$ cat config.mk
export PLATFORM = sky130hd
export DESIGN_NAME = key_expander
export DESIGN_NICKNAME = d
export VERILOG_FILES = /design/src/rtl/aes_pkg.sv /design/src/rtl/aes_sbox.sv /design/src/rtl/key_expander.sv
export SDC_FILE = /design/constraint.sdc
export NUM_CORES = 2
export LEC_CHECK = 0
export CAP_MARGIN = 20
export CORE_AREA = 2 2 600 602
export DETAILED_ROUTE_END_ITERATION = 8
export DIE_AREA = 0 0 602 604
export PLACE_DENSITY = 0.44
export SYNTH_ARGS = -nofsm -noshare
export SYNTH_HDL_FRONTEND = slang
export SYNTH_HIERARCHICAL = 1
export SYNTH_SLANG_ARGS = --single-unit
$ cat constraint.sdc
create_clock -name clk -period 4.7 [get_ports clk]
set_clock_uncertainty 0.2 [all_clocks]
set_input_delay 0.705 -clock clk [delete_from_list [all_inputs] [get_ports clk]]
set_output_delay 0.705 -clock clk [all_outputs]
set_load 0.005 [all_outputs]
$ cat src/rtl/aes_pkg.sv
// Shared AES constants, Rcon table and key-expander FSM state type.
// Used by key_expander (optional round-key stream: KEY_EXPANDER_RK_STREAM_EN) and aes_sbox.
package aes_pkg;

  localparam int unsigned AES_NR        = 10;
  localparam int unsigned AES_KEY_W     = 128;
  localparam int unsigned AES_EXP_KEY_W = 1408;
  localparam int unsigned AES_RND_W     = 4;

  typedef enum logic [1:0] {
    IDLE   = 2'd0,
    EXPAND = 2'd1,
    DONE   = 2'd2
  } aes_state_e;

  // Round constant for rounds 1..10; zero elsewhere.
  function automatic logic [7:0] aes_rcon(input logic [AES_RND_W-1:0] rnd);
    logic [7:0] rc;
    case (rnd)
      4'd1:    rc = 8'h01;
      4'd2:    rc = 8'h02;
      4'd3:    rc = 8'h04;
      4'd4:    rc = 8'h08;
      4'd5:    rc = 8'h10;
      4'd6:    rc = 8'h20;
      4'd7:    rc = 8'h40;
      4'd8:    rc = 8'h80;
      4'd9:    rc = 8'h1b;
      4'd10:   rc = 8'h36;
      default: rc = 8'h00;
    endcase
    return rc;
  endfunction

endpackage

$ cat src/rtl/aes_sbox.sv
// 8-bit combinational AES forward S-box; shared by key expansion and SubBytes.
module aes_sbox
  import aes_pkg::*;
(
  input  logic [7:0] i_byte,
  output logic [7:0] o_byte_c
);

  localparam logic [7:0] SBOX [256] = '{
    8'h63, 8'h7c, 8'h77, 8'h7b, 8'hf2, 8'h6b, 8'h6f, 8'hc5, 8'h30, 8'h01, 8'h67, 8'h2b, 8'hfe, 8'hd7, 8'hab, 8'h76,
    8'hca, 8'h82, 8'hc9, 8'h7d, 8'hfa, 8'h59, 8'h47, 8'hf0, 8'had, 8'hd4, 8'ha2, 8'haf, 8'h9c, 8'ha4, 8'h72, 8'hc0,
    8'hb7, 8'hfd, 8'h93, 8'h26, 8'h36, 8'h3f, 8'hf7, 8'hcc, 8'h34, 8'ha5, 8'he5, 8'hf1, 8'h71, 8'hd8, 8'h31, 8'h15,
    8'h04, 8'hc7, 8'h23, 8'hc3, 8'h18, 8'h96, 8'h05, 8'h9a, 8'h07, 8'h12, 8'h80, 8'he2, 8'heb, 8'h27, 8'hb2, 8'h75,
    8'h09, 8'h83, 8'h2c, 8'h1a, 8'h1b, 8'h6e, 8'h5a, 8'ha0, 8'h52, 8'h3b, 8'hd6, 8'hb3, 8'h29, 8'he3, 8'h2f, 8'h84,
    8'h53, 8'hd1, 8'h00, 8'hed, 8'h20, 8'hfc, 8'hb1, 8'h5b, 8'h6a, 8'hcb, 8'hbe, 8'h39, 8'h4a, 8'h4c, 8'h58, 8'hcf,
    8'hd0, 8'hef, 8'haa, 8'hfb, 8'h43, 8'h4d, 8'h33, 8'h85, 8'h45, 8'hf9, 8'h02, 8'h7f, 8'h50, 8'h3c, 8'h9f, 8'ha8,
    8'h51, 8'ha3, 8'h40, 8'h8f, 8'h92, 8'h9d, 8'h38, 8'hf5, 8'hbc, 8'hb6, 8'hda, 8'h21, 8'h10, 8'hff, 8'hf3, 8'hd2,
    8'hcd, 8'h0c, 8'h13, 8'hec, 8'h5f, 8'h97, 8'h44, 8'h17, 8'hc4, 8'ha7, 8'h7e, 8'h3d, 8'h64, 8'h5d, 8'h19, 8'h73,
    8'h60, 8'h81, 8'h4f, 8'hdc, 8'h22, 8'h2a, 8'h90, 8'h88, 8'h46, 8'hee, 8'hb8, 8'h14, 8'hde, 8'h5e, 8'h0b, 8'hdb,
    8'he0, 8'h32, 8'h3a, 8'h0a, 8'h49, 8'h06, 8'h24, 8'h5c, 8'hc2, 8'hd3, 8'hac, 8'h62, 8'h91, 8'h95, 8'he4, 8'h79,
    8'he7, 8'hc8, 8'h37, 8'h6d, 8'h8d, 8'hd5, 8'h4e, 8'ha9, 8'h6c, 8'h56, 8'hf4, 8'hea, 8'h65, 8'h7a, 8'hae, 8'h08,
    8'hba, 8'h78, 8'h25, 8'h2e, 8'h1c, 8'ha6, 8'hb4, 8'hc6, 8'he8, 8'hdd, 8'h74, 8'h1f, 8'h4b, 8'hbd, 8'h8b, 8'h8a,
    8'h70, 8'h3e, 8'hb5, 8'h66, 8'h48, 8'h03, 8'hf6, 8'h0e, 8'h61, 8'h35, 8'h57, 8'hb9, 8'h86, 8'hc1, 8'h1d, 8'h9e,
    8'he1, 8'hf8, 8'h98, 8'h11, 8'h69, 8'hd9, 8'h8e, 8'h94, 8'h9b, 8'h1e, 8'h87, 8'he9, 8'hce, 8'h55, 8'h28, 8'hdf,
    8'h8c, 8'ha1, 8'h89, 8'h0d, 8'hbf, 8'he6, 8'h42, 8'h68, 8'h41, 8'h99, 8'h2d, 8'h0f, 8'hb0, 8'h54, 8'hbb, 8'h16
  };

  always_comb begin
    o_byte_c = SBOX[i_byte];
  end

endmodule

$ cat src/rtl/key_expander.sv
// Iterative AES-128 key expansion: one round key per clock into a packed 11-slot register.
// Optional round-key stream outputs are enabled with KEY_EXPANDER_RK_STREAM_EN.
module key_expander
  import aes_pkg::*;
#(
  parameter int unsigned NR = AES_NR  // must be 10 (AES-128)
) (
  input  logic                     clk,
  input  logic                     reset,
  input  logic                     start,
  input  logic [AES_KEY_W-1:0]     cipher_key,
  output logic                     busy,
  output logic                     key_valid,
  output logic [AES_EXP_KEY_W-1:0] expanded_key
`ifdef KEY_EXPANDER_RK_STREAM_EN
  ,
  output logic                     rk_strobe,
  output logic [AES_RND_W-1:0]     rk_index,
  output logic [AES_KEY_W-1:0]     rk_data
`endif
);

  aes_state_e               r_state, w_state_d;
  logic [AES_RND_W-1:0]     r_rnd, w_rnd_d;
  logic                     r_busy, w_busy_d;
  logic                     r_key_valid, w_key_valid_d;
  logic [AES_EXP_KEY_W-1:0] r_exp, w_exp_d;
  logic [AES_KEY_W-1:0]     r_last, w_last_d;
  logic                     w_expand_we;

  logic [31:0]          w_rot;
  logic [31:0]          w_sub;
  logic [31:0]          w_temp;
  logic [AES_KEY_W-1:0] w_next;

  // SubWord(RotWord(w3)) from the most recently written slot
  assign w_rot = {r_last[23:0], r_last[31:24]};

  for (genvar g = 0; g < 4; g++) begin : g_sbox
    aes_sbox u_sbox (
      .i_byte   (w_rot[8*g +: 8]),
      .o_byte_c (w_sub[8*g +: 8])
    );
  end

  assign w_temp = w_sub ^ {aes_rcon(r_rnd), 24'h0};

  always_comb begin
    w_next[127:96] = r_last[127:96] ^ w_temp;
    w_next[95:64]  = r_last[95:64]  ^ w_next[127:96];
    w_next[63:32]  = r_last[63:32]  ^ w_next[95:64];
    w_next[31:0]   = r_last[31:0]   ^ w_next[63:32];
  end

  always_comb begin
    w_state_d     = r_state;
    w_rnd_d       = r_rnd;
    w_busy_d      = r_busy;
    w_key_valid_d = r_key_valid;
    w_exp_d       = r_exp;
    w_last_d      = r_last;
    w_expand_we   = 1'b0;
    case (r_state)
      IDLE, DONE: begin
        if (start) begin
          w_state_d                  = EXPAND;
          w_rnd_d                    = AES_RND_W'(1);
          w_busy_d                   = 1'b1;
          w_key_valid_d              = 1'b0;
          w_exp_d                    = '0;
          w_exp_d[AES_KEY_W-1:0]     = cipher_key;
          w_last_d                   = cipher_key;
        end
      end
      EXPAND: begin
        w_expand_we = 1'b1;
        w_last_d    = w_next;
        for (int s = 1; s <= int'(NR); s++) begin
          if (r_rnd == AES_RND_W'(s)) w_exp_d[AES_KEY_W*s +: AES_KEY_W] = w_next;
        end
        if (r_rnd == AES_RND_W'(NR)) begin
          w_state_d     = DONE;
          w_busy_d      = 1'b0;
          w_key_valid_d = 1'b1;
        end else begin
          w_rnd_d = r_rnd + AES_RND_W'(1);
        end
      end
      default: w_state_d = IDLE;
    endcase
  end

  always_ff @(posedge clk) begin
    if (reset) begin
      r_state     <= IDLE;
      r_rnd       <= '0;
      r_busy      <= 1'b0;
      r_key_valid <= 1'b0;
      r_exp       <= '0;
      r_last      <= '0;
    end else begin
      r_state     <= w_state_d;
      r_rnd       <= w_rnd_d;
      r_busy      <= w_busy_d;
      r_key_valid <= w_key_valid_d;
      r_exp       <= w_exp_d;
      r_last      <= w_last_d;
    end
  end

  assign busy         = r_busy;
  assign key_valid    = r_key_valid;
  assign expanded_key = r_exp;

`ifdef KEY_EXPANDER_RK_STREAM_EN
  logic                 r_rk_strobe;
  logic [AES_RND_W-1:0] r_rk_index;
  logic [AES_KEY_W-1:0] r_rk_data;

  // Each slot is published the same edge it is written, so round 1 can start early
  always_ff @(posedge clk) begin
    if (reset) begin
      r_rk_strobe <= 1'b0;
      r_rk_index  <= '0;
      r_rk_data   <= '0;
    end else begin
      r_rk_strobe <= w_expand_we;
      if (w_expand_we) begin
        r_rk_index <= r_rnd;
        r_rk_data  <= w_next;
      end
    end
  end

  assign rk_strobe = r_rk_strobe;
  assign rk_index  = r_rk_index;
  assign rk_data   = r_rk_data;
`endif

endmodule
==> results.sh <==
export IMPL_status="finished, final reports clean"
export IMPL_grt_usage=0.251
export IMPL_slew_violations=0
export IMPL_final_util=0.283
export IMPL_synth_common_cells="nand2_1 (2564), dfxtp_1 (1552), a21oi_1 (1514)"
export IMPL_antenna_left=0
export IMPL_drt_wl_total_um=480000
export IMPL_dp_cells=15000
export IMPL_vias=74500
export IMPL_tightest_slew_ns=1.18
export IMPL_critPathLaunchType="flop"
export IMPL_synth_area_per_cell_um2=7.78
export IMPL_core_area_um2=358000
export IMPL_worst_hold_startpoint="expanded_key[230]$_SDFFE_PP0P_"
export IMPL_finalHoldViolations=0
export IMPL_cts_tree="done"
export IMPL_port_buffers=1540
export IMPL_hold_path_class="flop to flop"
export IMPL_grt_antenna_before_repair=30
export IMPL_final_setup_worst_slack_ns=0.198
export IMPL_syn_nets=9187
export IMPL_ios=1541
export IMPL_crit_path_end_kind="flop"
export IMPL_swShare=0.481
export IMPL_setup_tns_ns=0
export IMPL_post_place_ws_ns=0.0879
export IMPL_setup_viol=0
export IMPL_p_leak_nw=34.4
export IMPL_comb_power_share=0.589
export IMPL_drt_pass1_iter_count=6
export IMPL_synthArstFlopShare=0
export IMPL_crit_required_ns=5.37
export IMPL_yosys_area_top_type="dfxtp_1"
export IMPL_synth_top_area_share=0.444
export IMPL_cts_buffer_depth=4
export IMPL_dieHeight_um=604
export IMPL_globalplace_congestion=0.970
export IMPL_numClockSinks=1552
export IMPL_synth_edff_count=0
export IMPL_nFillCells=38300
export IMPL_holdWs_ns=0.247
export IMPL_place_area_um2=94300
export IMPL_fin_crit_sh=0.958
export IMPL_p_total_mw=81.0
export IMPL_area_delta_synth_final_pct=44.5
export IMPL_clock_tree_root_cell="clkbuf_16"
export IMPL_clk_latency_ns=0.91
export IMPL_drtIter0Drc=8068
export IMPL_ir_worst_vdd_mv=0.664
export IMPL_clkPwrFrac=0.198
export IMPL_drc=0
export IMPL_powerDensity_nw_per_um2=801
export IMPL_die_area_um2=364000
export IMPL_yosysMostFrequentCell="nand2_1"
export IMPL_yosysSeqAreaShare=0.444
export IMPL_rsz0062_at_grt="false"
export IMPL_cts_buffers_inserted=194
export IMPL_dp_hpwl_um=353000
export IMPL_worstPathMaxFanout=8
export IMPL_seqCellArea_um2=31100
export IMPL_grt_overflow_total=0
export IMPL_netlist_area_um2=70000
export IMPL_post_route_min_period_ns=4.50
export IMPL_ys_types=102
export IMPL_yosys_warnings=6
export IMPL_post_drt_wl_per_cell_um=31.2
export IMPL_syn_inst=8988
export IMPL_relSlewSlack=0.211
export IMPL_internal_power_mw=42.1
export IMPL_design_area_um2=101000
export IMPL_rows=220
export IMPL_clk_pin_slew_worst_paths_ns=0.06
export IMPL_drv_cap=0
export IMPL_grt_pass1_wl_um=641000
export IMPL_multiInputGateArea_um2=35200
export IMPL_yosys_register_bits=1552
export IMPL_grt_max_degree=190
export IMPL_nets=10700
export IMPL_layout_cells_non_filler=15400
export IMPL_timing_fmax_ghz=0.222
export IMPL_arrival_ns=5.17
export IMPL_h_tree_depth=4
export IMPL_crit_path_start="r_last[16]$_SDFFE_PP0P_"
export IMPL_switchingPower_mw=38.9
export IMPL_netlist_top_cells_area="dfxtp_1 (44%), nand2_1 (14%), a21oi_1 (11%), buf_2 (2.8%), nor2_1 (2.3%)"
export IMPL_ys_flop_type="dfxtp_1"
export IMPL_grt_pass1_vias=70500
export IMPL_start_util=0.196
export IMPL_timing_rr_start="r_last[16]$_SDFFE_PP0P_"
export IMPL_seq_power_share=0.213
export IMPL_viasPerCell=4.83
export IMPL_drive_gt1_frac=0.111
export IMPL_die_width_um=602
export IMPL_path_class="flop to flop"
area by class of cell:
type                            instances  area share
Inverter                               53     0.00197
Antenna cell                           15    0.000371
Timing Repair Buffer                 2136       0.217
Clock buffer                          283      0.0563
Clock inverter                         70     0.00977
Tap cell                             4773      0.0591
Sequential cell                      1552       0.308
Multi-Input combinational cell       6526       0.348
power by group through the flow:
stage	Clock [mW]	Combinational, mW	Sequential, mW
floorplan	0	18.6	17.2
global placement	0	48.1	17.5
detailed placement	0	47.5	17.5
CTS	16.4	47.7	17.2
global route	16.8	49.7	17.5
finish	16.0	47.7	17.3
flip-flops by register name, summed over array words and instances, names as in the netlist, named ones only:
signal        cells
r_state           2
key_valid         1
r_rnd             4
busy              1
expanded_key   1408
r_last          128
cell families (layout without fill, tap and decap cells):
kind of cell,count (synthesis),after routing,share of synthesized area
simple gates,3721,3721,0.223
compound gates,2558,2558,0.217
flops,1552,1552,0.444
buf+inv,910,2542,0.0625
xor+xnor,133,133,0.0321
fa+ha+maj,68,68,0.0122
mux,46,46,0.00950
other cells,0,15,0
final timing paths:
| path | end | slack, ns | depth (start not counted) |
|---|---|---|---|
| setup / recovery | expanded_key[922]$_SDFFE_PP0P_ | 0.20 | 16 |
| hold / removal | expanded_key[230]$_SDFFE_PP0P_ | 0.25 | 2 |
| setup reg to reg | expanded_key[922]$_SDFFE_PP0P_ | 0.20 | 16 |
| hold reg to reg | expanded_key[230]$_SDFFE_PP0P_ | 0.25 | 2 |
routing by layer:
layer | vias up | routed length, um | global-route usage
li1 | 33700 | - | -
met1 | 36800 | 190000 | 0.301
met2 | 3281 | 228000 | 0.421
met3 | 662 | 34100 | 0.0522
met4 | 2 | 28000 | 0.133
met5 | - | 13 | 0
worst max-delay path, cell delays in order, from the launching register on:
cell and delay (ns):
dfxtp_1 0.33, inv_1 0.06, ha_1 0.59, buf_4 0.22, nand2_2 0.06, a21oi_1 0.29
a211oi_1 0.10, nor4b_2 0.38, a211oi_1 0.10, buf_4 0.16, a311oi_1 0.34, xnor3_2 0.34
xnor3_2 0.43, xor2_4 0.22, buf_12 0.16, nand3_1 0.23, a21oi_1 0.26
placed cells by master (no fill, tap or decap), drive strengths merged, types with 69 or more instances in the layout:
master and count:
nand3 241, a31oi 80, nand2 2568, buf 596
nor2 486, o21ai 256, o211ai 69, clkbuf 283
dfxtp 1552, nor3 93, nand2b 78, clkdlybuf4s50 1539
a21oi 1515, a22oi 154
repair_timing:
action                                  CTS  global route
setup buffers                             0             2
endpoints found under the hold margin     9             0
hold buffers                              1             0
resized for setup                         0             4
endpoints found under the setup margin    0           109
Note: power is estimated with default switching activity, not from simulation.
